<file path="config.mk">
export PLATFORM = sky130hd
export DESIGN_NAME = uart_tx
export DESIGN_NICKNAME = d
export VERILOG_FILES = /design/src/rtl/uart_tx.sv
export SDC_FILE = /design/constraint.sdc
export NUM_CORES = 1
export LEC_CHECK = 0
export ABC_AREA = 1
export CAP_MARGIN = 20
export CORE_UTILIZATION = 63
export DETAILED_ROUTE_END_ITERATION = 16
export DONT_BUFFER_PORTS = 1
export GPL_TIMING_DRIVEN = 0
export PLACE_DENSITY_LB_ADDON = 0.25
export SYNTH_ARGS = -nofsm -noshare
export SYNTH_HDL_FRONTEND = slang
export SYNTH_SLANG_ARGS = --single-unit
</file>
<file path="constraint.sdc">
create_clock -name clk -period 3.1 [get_ports clk]
set_clock_uncertainty 0.1 [all_clocks]
set_input_delay 0.465 -clock clk [delete_from_list [all_inputs] [get_ports clk]]
set_output_delay 0.465 -clock clk [all_outputs]
set_load 0.02 [all_outputs]
</file>
<file path="src/rtl/uart_tx.sv">
// UART transmitter: byte FIFO in front of a start/data/parity/stop serialiser.
// tx is registered and idles high; frames from a non-empty FIFO run back-to-back.
module uart_tx #(
  parameter int CLKS_PER_BIT = 16,
  parameter int DATA_BITS    = 8,
  parameter int PARITY       = 0,
  parameter int STOP_BITS    = 1,
  parameter int FIFO_DEPTH   = 4
) (
  input  logic                          clk,
  input  logic                          reset,
  input  logic [7:0]                    data_in,
  input  logic                          valid,
  output logic                          ready,
  output logic                          tx,
  output logic                          busy,
  output logic [$clog2(FIFO_DEPTH):0]   count
);

  localparam int AW = $clog2(FIFO_DEPTH);
  localparam int CW = AW + 1;
  localparam logic [15:0]   BAUD_LAST = 16'(CLKS_PER_BIT - 1);
  localparam logic [2:0]    DATA_LAST = 3'(DATA_BITS - 1);
  localparam logic [2:0]    STOP_LAST = 3'(STOP_BITS - 1);
  localparam logic [CW-1:0] DEPTH_C   = CW'(FIFO_DEPTH);
  localparam logic [7:0]    DATA_MASK = 8'((1 << DATA_BITS) - 1);
  localparam logic          ODD_PAR   = (PARITY == 1);

  typedef enum logic [2:0] {S_IDLE, S_START, S_DATA, S_PARITY, S_STOP} state_t;

  state_t          state, state_n;
  logic [7:0]      mem [FIFO_DEPTH];
  logic [AW-1:0]   wr_ptr, rd_ptr;
  logic [CW-1:0]   count_n;
  logic [15:0]     baud, baud_n;
  logic [2:0]      bit_idx, bit_n;
  logic [7:0]      shift, shift_n, head;
  logic            par_bit, par_n, head_par;
  logic            tx_n, push, pop, bit_done;

  assign ready    = (count != DEPTH_C);
  assign push     = valid && ready;
  assign head     = mem[rd_ptr] & DATA_MASK;
  assign head_par = (^head) ^ ODD_PAR;
  assign bit_done = (baud == BAUD_LAST);
  assign count_n  = count + CW'(push) - CW'(pop);

  always_ff @(posedge clk) begin
    if (push) mem[wr_ptr] <= data_in;
    shift   <= shift_n;
    par_bit <= par_n;
  end

  always_ff @(posedge clk or negedge reset) begin
    if (!reset) begin
      state   <= S_IDLE;
      wr_ptr  <= '0;
      rd_ptr  <= '0;
      count   <= '0;
      baud    <= '0;
      bit_idx <= '0;
      tx      <= 1'b1;
      busy    <= 1'b0;
    end else begin
      state   <= state_n;
      wr_ptr  <= push ? wr_ptr + 1'b1 : wr_ptr;
      rd_ptr  <= pop  ? rd_ptr + 1'b1 : rd_ptr;
      count   <= count_n;
      baud    <= baud_n;
      bit_idx <= bit_n;
      tx      <= tx_n;
      busy    <= (state_n != S_IDLE) || (count_n != '0);
    end
  end

  // Every bit boundary reloads the baud counter; a pop always enters START with tx low.
  always_comb begin
    state_n = state;
    pop     = 1'b0;
    tx_n    = tx;
    baud_n  = bit_done ? 16'd0 : baud + 16'd1;
    bit_n   = bit_idx;
    shift_n = shift;
    par_n   = par_bit;
    case (state)
      S_IDLE: begin
        tx_n   = 1'b1;
        baud_n = '0;
        if (count != '0) begin
          pop     = 1'b1;
          state_n = S_START;
          tx_n    = 1'b0;
          shift_n = head;
          par_n   = head_par;
        end
      end
      S_START: begin
        if (bit_done) begin
          state_n = S_DATA;
          tx_n    = shift[0];
          bit_n   = '0;
        end
      end
      S_DATA: begin
        if (bit_done) begin
          if (bit_idx == DATA_LAST) begin
            bit_n = '0;
            if (PARITY != 0) begin
              state_n = S_PARITY;
              tx_n    = par_bit;
            end else begin
              state_n = S_STOP;
              tx_n    = 1'b1;
            end
          end else begin
            shift_n = shift >> 1;
            tx_n    = shift[1];
            bit_n   = bit_idx + 3'd1;
          end
        end
      end
      S_PARITY: begin
        if (bit_done) begin
          state_n = S_STOP;
          tx_n    = 1'b1;
          bit_n   = '0;
        end
      end
      S_STOP: begin
        if (bit_done) begin
          if (bit_idx == STOP_LAST) begin
            bit_n = '0;
            if (count != '0) begin
              pop     = 1'b1;
              state_n = S_START;
              tx_n    = 1'b0;
              shift_n = head;
              par_n   = head_par;
            end else begin
              state_n = S_IDLE;
              tx_n    = 1'b1;
            end
          end else begin
            bit_n = bit_idx + 3'd1;
          end
        end
      end
      default: begin
        state_n = S_IDLE;
        tx_n    = 1'b1;
      end
    endcase
  end

endmodule

</file>
Word level (Yosys, flattened, before mapping) --
Memory sizes are Yosys's and may differ from the RTL's. Cells that the tools add are included.
Operators by class: add/subtract/negate cells 6, equality and inequality tests 14, multiplexer cells 37, reduce and logical (&&, ||, !) cells 13
Operators with widths (count):
- $mux W8 | 5
- $mux W3 | 12
- $mux W16 | 2
- $pmux W8 S3 | 1
- $add A16 B1 Y16 const B | 1
- $eq A16 B4 Y1 const B | 1
- $pmux W3 S5 | 1
- $reduce_bool A3 Y1 | 5
- $mux W1 | 13
- $ne A2 B2 Y1 const B | 6
- $reduce_and A5 Y1 | 2
- $pmux W3 S3 | 1
- $eq A3 B2 Y1 const B | 2
- $eq A3 B3 Y1 const B | 2
- $logic_not A3 Y1 | 2
- $pmux W1 S5 | 1
- $add A2 B1 Y2 const B | 2
- $reduce_and A4 Y1 | 1
- $add A3 B1 Y3 | 1
- $add A3 B1 Y3 const B | 1
- $eq A3 B1 Y1 const B | 1
- $ne A3 B3 Y1 const B | 1
- $sub A3 B1 Y3 | 1
- $ne A2 B1 Y1 const B | 1
- 4 further kinds | 4
Storage, ports and cells: flip-flop bits (word level) 39, bits in writable memories 32, bits of input ports 11, output and inout port bits 6, logic and storage cells 80, memories 1
Memories:
- mem | words 4, bits a word 8, read ports 1, clocked after memory_dff 0, write ports 1, line 32 | logic [7:0] mem [FIFO_DEPTH];

Depth between registers and ports, before layout --
word-level depth 8, mapped depth 16, mapped depth without buffers 16

Worst setup path before layout --
OpenSTA, ideal clock, no wires.
path type register to register, start register baud[0], end register busy, library setup time 0.131 ns, data arrival time 2.404 ns, required time 2.869 ns, path slack 0.465 ns, cell stages (with the launch flop) 16, buffers on the path 0, period minus slack after synthesis 2.635 ns, cell sequence dfrtp_1 > ha_1 > nand3_2 > nor2_1 > nand3_2 > o21ai_2 > ha_1 > inv_1 > ha_1 > inv_1 > fa_1 > inv_1 > nor2_1 > nand3_1 > nor2_1 > nand3_1
Between the ends: cells in the longest elaborated chain, start to end 6, elaborated cells between the ends (all ways) 12, those cells by class add/sub (1); eq/ne (1); mux (7); reduce/logical (3)
RTL lines:
- start: declaration | line 35 | logic [15:0] baud, baud_n;
- start signal: assignment | line 69 | baud <= baud_n;
- $eq A16 B4 Y1 | line 45 | assign bit_done = (baud == BAUD_LAST);
- $mux W1 | line 130 | if (bit_done) begin
- $pmux W1 S2 | line 85 | case (state)
- via pop | line 39 | logic tx_n, push, pop, bit_done;
- $sub A3 B1 Y3 | line 46 | assign count_n = count + CW'(push) - CW'(pop);
- via count_n[1] | line 34 | logic [CW-1:0] count_n;
- $reduce_bool A3 Y1 | line 72 | busy <= (state_n != S_IDLE) || (count_n != '0);
- $logic_or A1 B1 Y1 | line 72
- end signal: assignment | line 72
- end: declaration | line 16 | output logic busy,
The timed path passes the listed nets, and every way through them passes these cells. A chain may end at the register's enable or synchronous reset.

Worst setup path after layout --
start register bit_idx[0], end register busy
Between the ends: cells in the longest elaborated chain, start to end 7, elaborated cells between the ends (all ways) 14, those cells by class add/sub (1); eq/ne (1); mux (8); reduce/logical (4)
RTL lines:
- start: declaration | line 36 | logic [2:0] bit_idx, bit_n;
- start signal: assignment | line 70 | bit_idx <= bit_n;
- $logic_not A3 Y1 | line 131 | if (bit_idx == STOP_LAST) begin
- $mux W1 | line 131
- $mux W1 | line 130
- $pmux W1 S2 | line 85
- via pop | line 39
- $sub A3 B1 Y3 | line 46
- via count_n[1] | line 34
- $reduce_bool A3 Y1 | line 72
- $logic_or A1 B1 Y1 | line 72
The timed path passes the listed nets, and every way through them passes these cells.

==> flow_metrics.env <==
export IMPL_yosys_top_cells_count="nand2_1, nor2_1, edfxtp_1"
export IMPL_critPathKind="reg -> reg"
export IMPL_synth_top_cell_by_area="edfxtp_1"
export IMPL_grt_max_degree=32
export IMPL_cts_max_level=3
export IMPL_cts_clk_slew_worst_paths_ns=0.07
export IMPL_clockBufferDepth=2
export IMPL_p_leak_uw=0.00155
export IMPL_drc=0
export IMPL_drt_iter0_markers=155
export IMPL_r2r_setup_slack_ns=0.18
export IMPL_cp_arrival_ns=3.03
export IMPL_overflow=0
export IMPL_drive_above_1_share_pct=14.6
export IMPL_placementRows=26
export IMPL_wl_per_cell_um=14.8
export IMPL_r2r_start="bit_idx[0]"
export IMPL_setup_tns_ns=0
export IMPL_yosys_top_cells_area="edfxtp_1, dfrtp_1, nand2_1"
export IMPL_register_area_mm2=0.00198
export IMPL_ioPinCount=17
export IMPL_place_gp_congestion=0.855
export IMPL_max_slew_margin_pct=44.8
export IMPL_ir_worst_vdd_mv=0.533
export IMPL_nFillCells=376
export IMPL_clock_sinks=71
export IMPL_hold_class="in -> reg"
export IMPL_post_cts_buffers=0
export IMPL_cp_slowest_stage_delay_ns=0.47
export IMPL_core_area_mm2=0.00514
export IMPL_grt_setup_unrepaired="false"
export IMPL_critPathMostFrequentCell="inv_1"
export IMPL_maxSlewViolCount=0
export IMPL_diodes=0
export IMPL_power_density_mw_per_mm2=639
export IMPL_end_kind="flop"
export IMPL_wl_mm=6.40
export IMPL_startpoint="bit_idx[0]"
export IMPL_cts_buffers=9
export IMPL_yosys_area_top_type_share_pct=35.5
export IMPL_start_util_pct=65.8
export IMPL_syn_inst=344
export IMPL_pre_cts_slack_ns=0.106
export IMPL_fp_dieW_um=75.3
export IMPL_ys_ff_latch=71
export IMPL_tritoncts="done"
export IMPL_cp_cell_sequence="inv_1 -> ha_1 -> nand2_1 -> a21oi_1 -> nand3_2 -> o21ai_4 -> ha_1 -> inv_1 -> ha_1 -> inv_1 -> fa_1 -> inv_1 -> nor2_1 -> nand3_1 -> nor2_1 -> nand3_1"
export IMPL_cts_root_buffer="clkbuf_8"
export IMPL_synth_most_common_cell="nand2_1"
export IMPL_worstMarginPinSlew_ns=0.825
export IMPL_postSynthAreaPerCell_um2=9.83
export IMPL_status="finished, final reports clean"
export IMPL_synth_fp_nets=366
export IMPL_start_kind="flop"
export IMPL_async_reset_ff_share_pct=43.7
export IMPL_ys_flop_type="edfxtp_1"
export IMPL_grt_first_pass_wirelength_mm=10.4
export IMPL_via_count=2402
export IMPL_die_area_mm2=0.00566
export IMPL_synth_edf_count=40
export IMPL_nets=379
export IMPL_multi_input_area_mm2=0.00125
export IMPL_area_delta_synth_final_pct=11.4
export IMPL_timing_hold_violations_final=0
export IMPL_worstPathMaxFanout=4
export IMPL_port_buffers=0
export IMPL_dp_final_hpwl_mm=4.29
export IMPL_grt_pass1_vias=2296
export IMPL_syn_cell_area_mm2=0.00338
export IMPL_clk_latency_ns=0.34
export IMPL_vias_per_cell=5.56
export IMPL_setup_viol=0
export IMPL_crit_required_ns=3.21
export IMPL_finalCriticalPeriod_ns=2.92
export IMPL_period_share_pct=94.2
export IMPL_grt_total_usage_pct=25.9
export IMPL_dr_pass1_iters=4
export IMPL_worst_path_max_delay_cell="fa_1"
export IMPL_worst_slack_ns=0.180
export IMPL_synth_cell_types=33
export IMPL_die_h_um=75.3
export IMPL_final_antenna_net_count=0
export IMPL_yosysWarningCount=0
export IMPL_fmax_mhz=343
export IMPL_antenna_found_initial=0
export IMPL_cap_violations=0
export IMPL_hp_start="data_in[4]"
export IMPL_ys_seq_area_share_pct=58.5
==> flip-flops by register name, indices dropped and copies added (netlist names) <==
signal,cells
baud,16
mem,32
tx,1
shift,8
rd_ptr,2
bit_idx,3
count,3
wr_ptr,2
state,3
busy,1
==> kinds of logic (layout without fill, tap and decap cells) <==
kind of cell	Yosys count	after routing	share of synthesized area, %
adder cells (fa/ha/maj)	11	11	4.29
flip-flops	71	71	58.5
XOR/XNOR	7	7	1.81
buffers and inverters	43	61	5.18
AO/OA/AOI/OAI	58	58	9.81
AND/OR/NAND/NOR	154	154	20.4
==> cell type report <==
type	count	share of cell area (%)
plain buffers	7	1.06
clock buffers	11	3.75
clock inverters	5	2.79
inverters	36	3.59
multi-input cells	230	33.2
flip-flops and latches	71	52.5
well taps	70	2.32
repair buffers	2	0.797
==> critical path: cells and delay by family, from the launching register on <==
family	cells	cell delay (ns)
AND/OR/NAND/NOR	6	0.65
adder cells (fa/ha/maj)	4	1.00
flip-flops	1	0.39
AO/OA/AOI/OAI	2	0.41
buffers and inverters	4	0.25
==> power by group <==
part | internal (µW) | switching [µW]
clock | 557 | 339
combinational | 94.4 | 211
sequential | 1120 | 82.3
total | 1780 | 633
==> path summary, 6_finish.rpt <==
check                                  to  depth (start not counted)
worst max-delay path                 busy                         16
worst min register to register    baud[0]                          1
max in group asynchronous              tx                          2
worst min-delay path            mem[0][4]                          0
min in group asynchronous        baud[12]                          2
worst max register to register       busy                         16
==> through the flow <==
step	hold WS [ns]	std cells	util (%)	instance area (µm²)	power (µW)
after floorplan	0.0694	344	-	3380	1430
final	0.111	432	73.3	3770	2410
after global routing	0.0917	432	73.3	3770	2520
after CTS	0.0919	432	72.9	3740	2420
after detailed placement	0.0702	414	67.5	3470	1520
after global placement	0.0701	414	67.5	3470	1490
==> metal layers <==
metal  track usage (%)  vias up  part of all wire, %
met5                 0        -                    0
met4              11.7        0                  1.9
met3              6.56       12                  4.8
met2              40.7       63                   48
met1              34.3     1147                   46
li1                  -     1180                    -
==> repair_timing <==
| item | in CTS | in global routing |
|---|---|---|
| hold buffers | 2 | 0 |
| gates resized for setup | 0 | 5 |
| endpoints found under the setup margin | 0 | 1 |
| hold endpoints to repair | 31 | 0 |
==> cells in the final DEF, fill, tap and decap left out, types with 5 or more instances in the layout <==
cell      Yosys  final
a21oi_1      11     11
buf_2         5      5
clkbuf_8      0     10
dfrtp_1      30     30
edfxtp_1     40     40
ha_1         10     10
inv_1        30     30
inv_2         6      6
nand2_1      55     55
nand3_1      22     22
nor2_1       52     50
nor2_2       10     10
o21ai_0      27     27
o21ai_1       5      5
o22ai_1       8      8
xor2_1        5      5
Note: power is estimated with default switching activity, not from simulation.
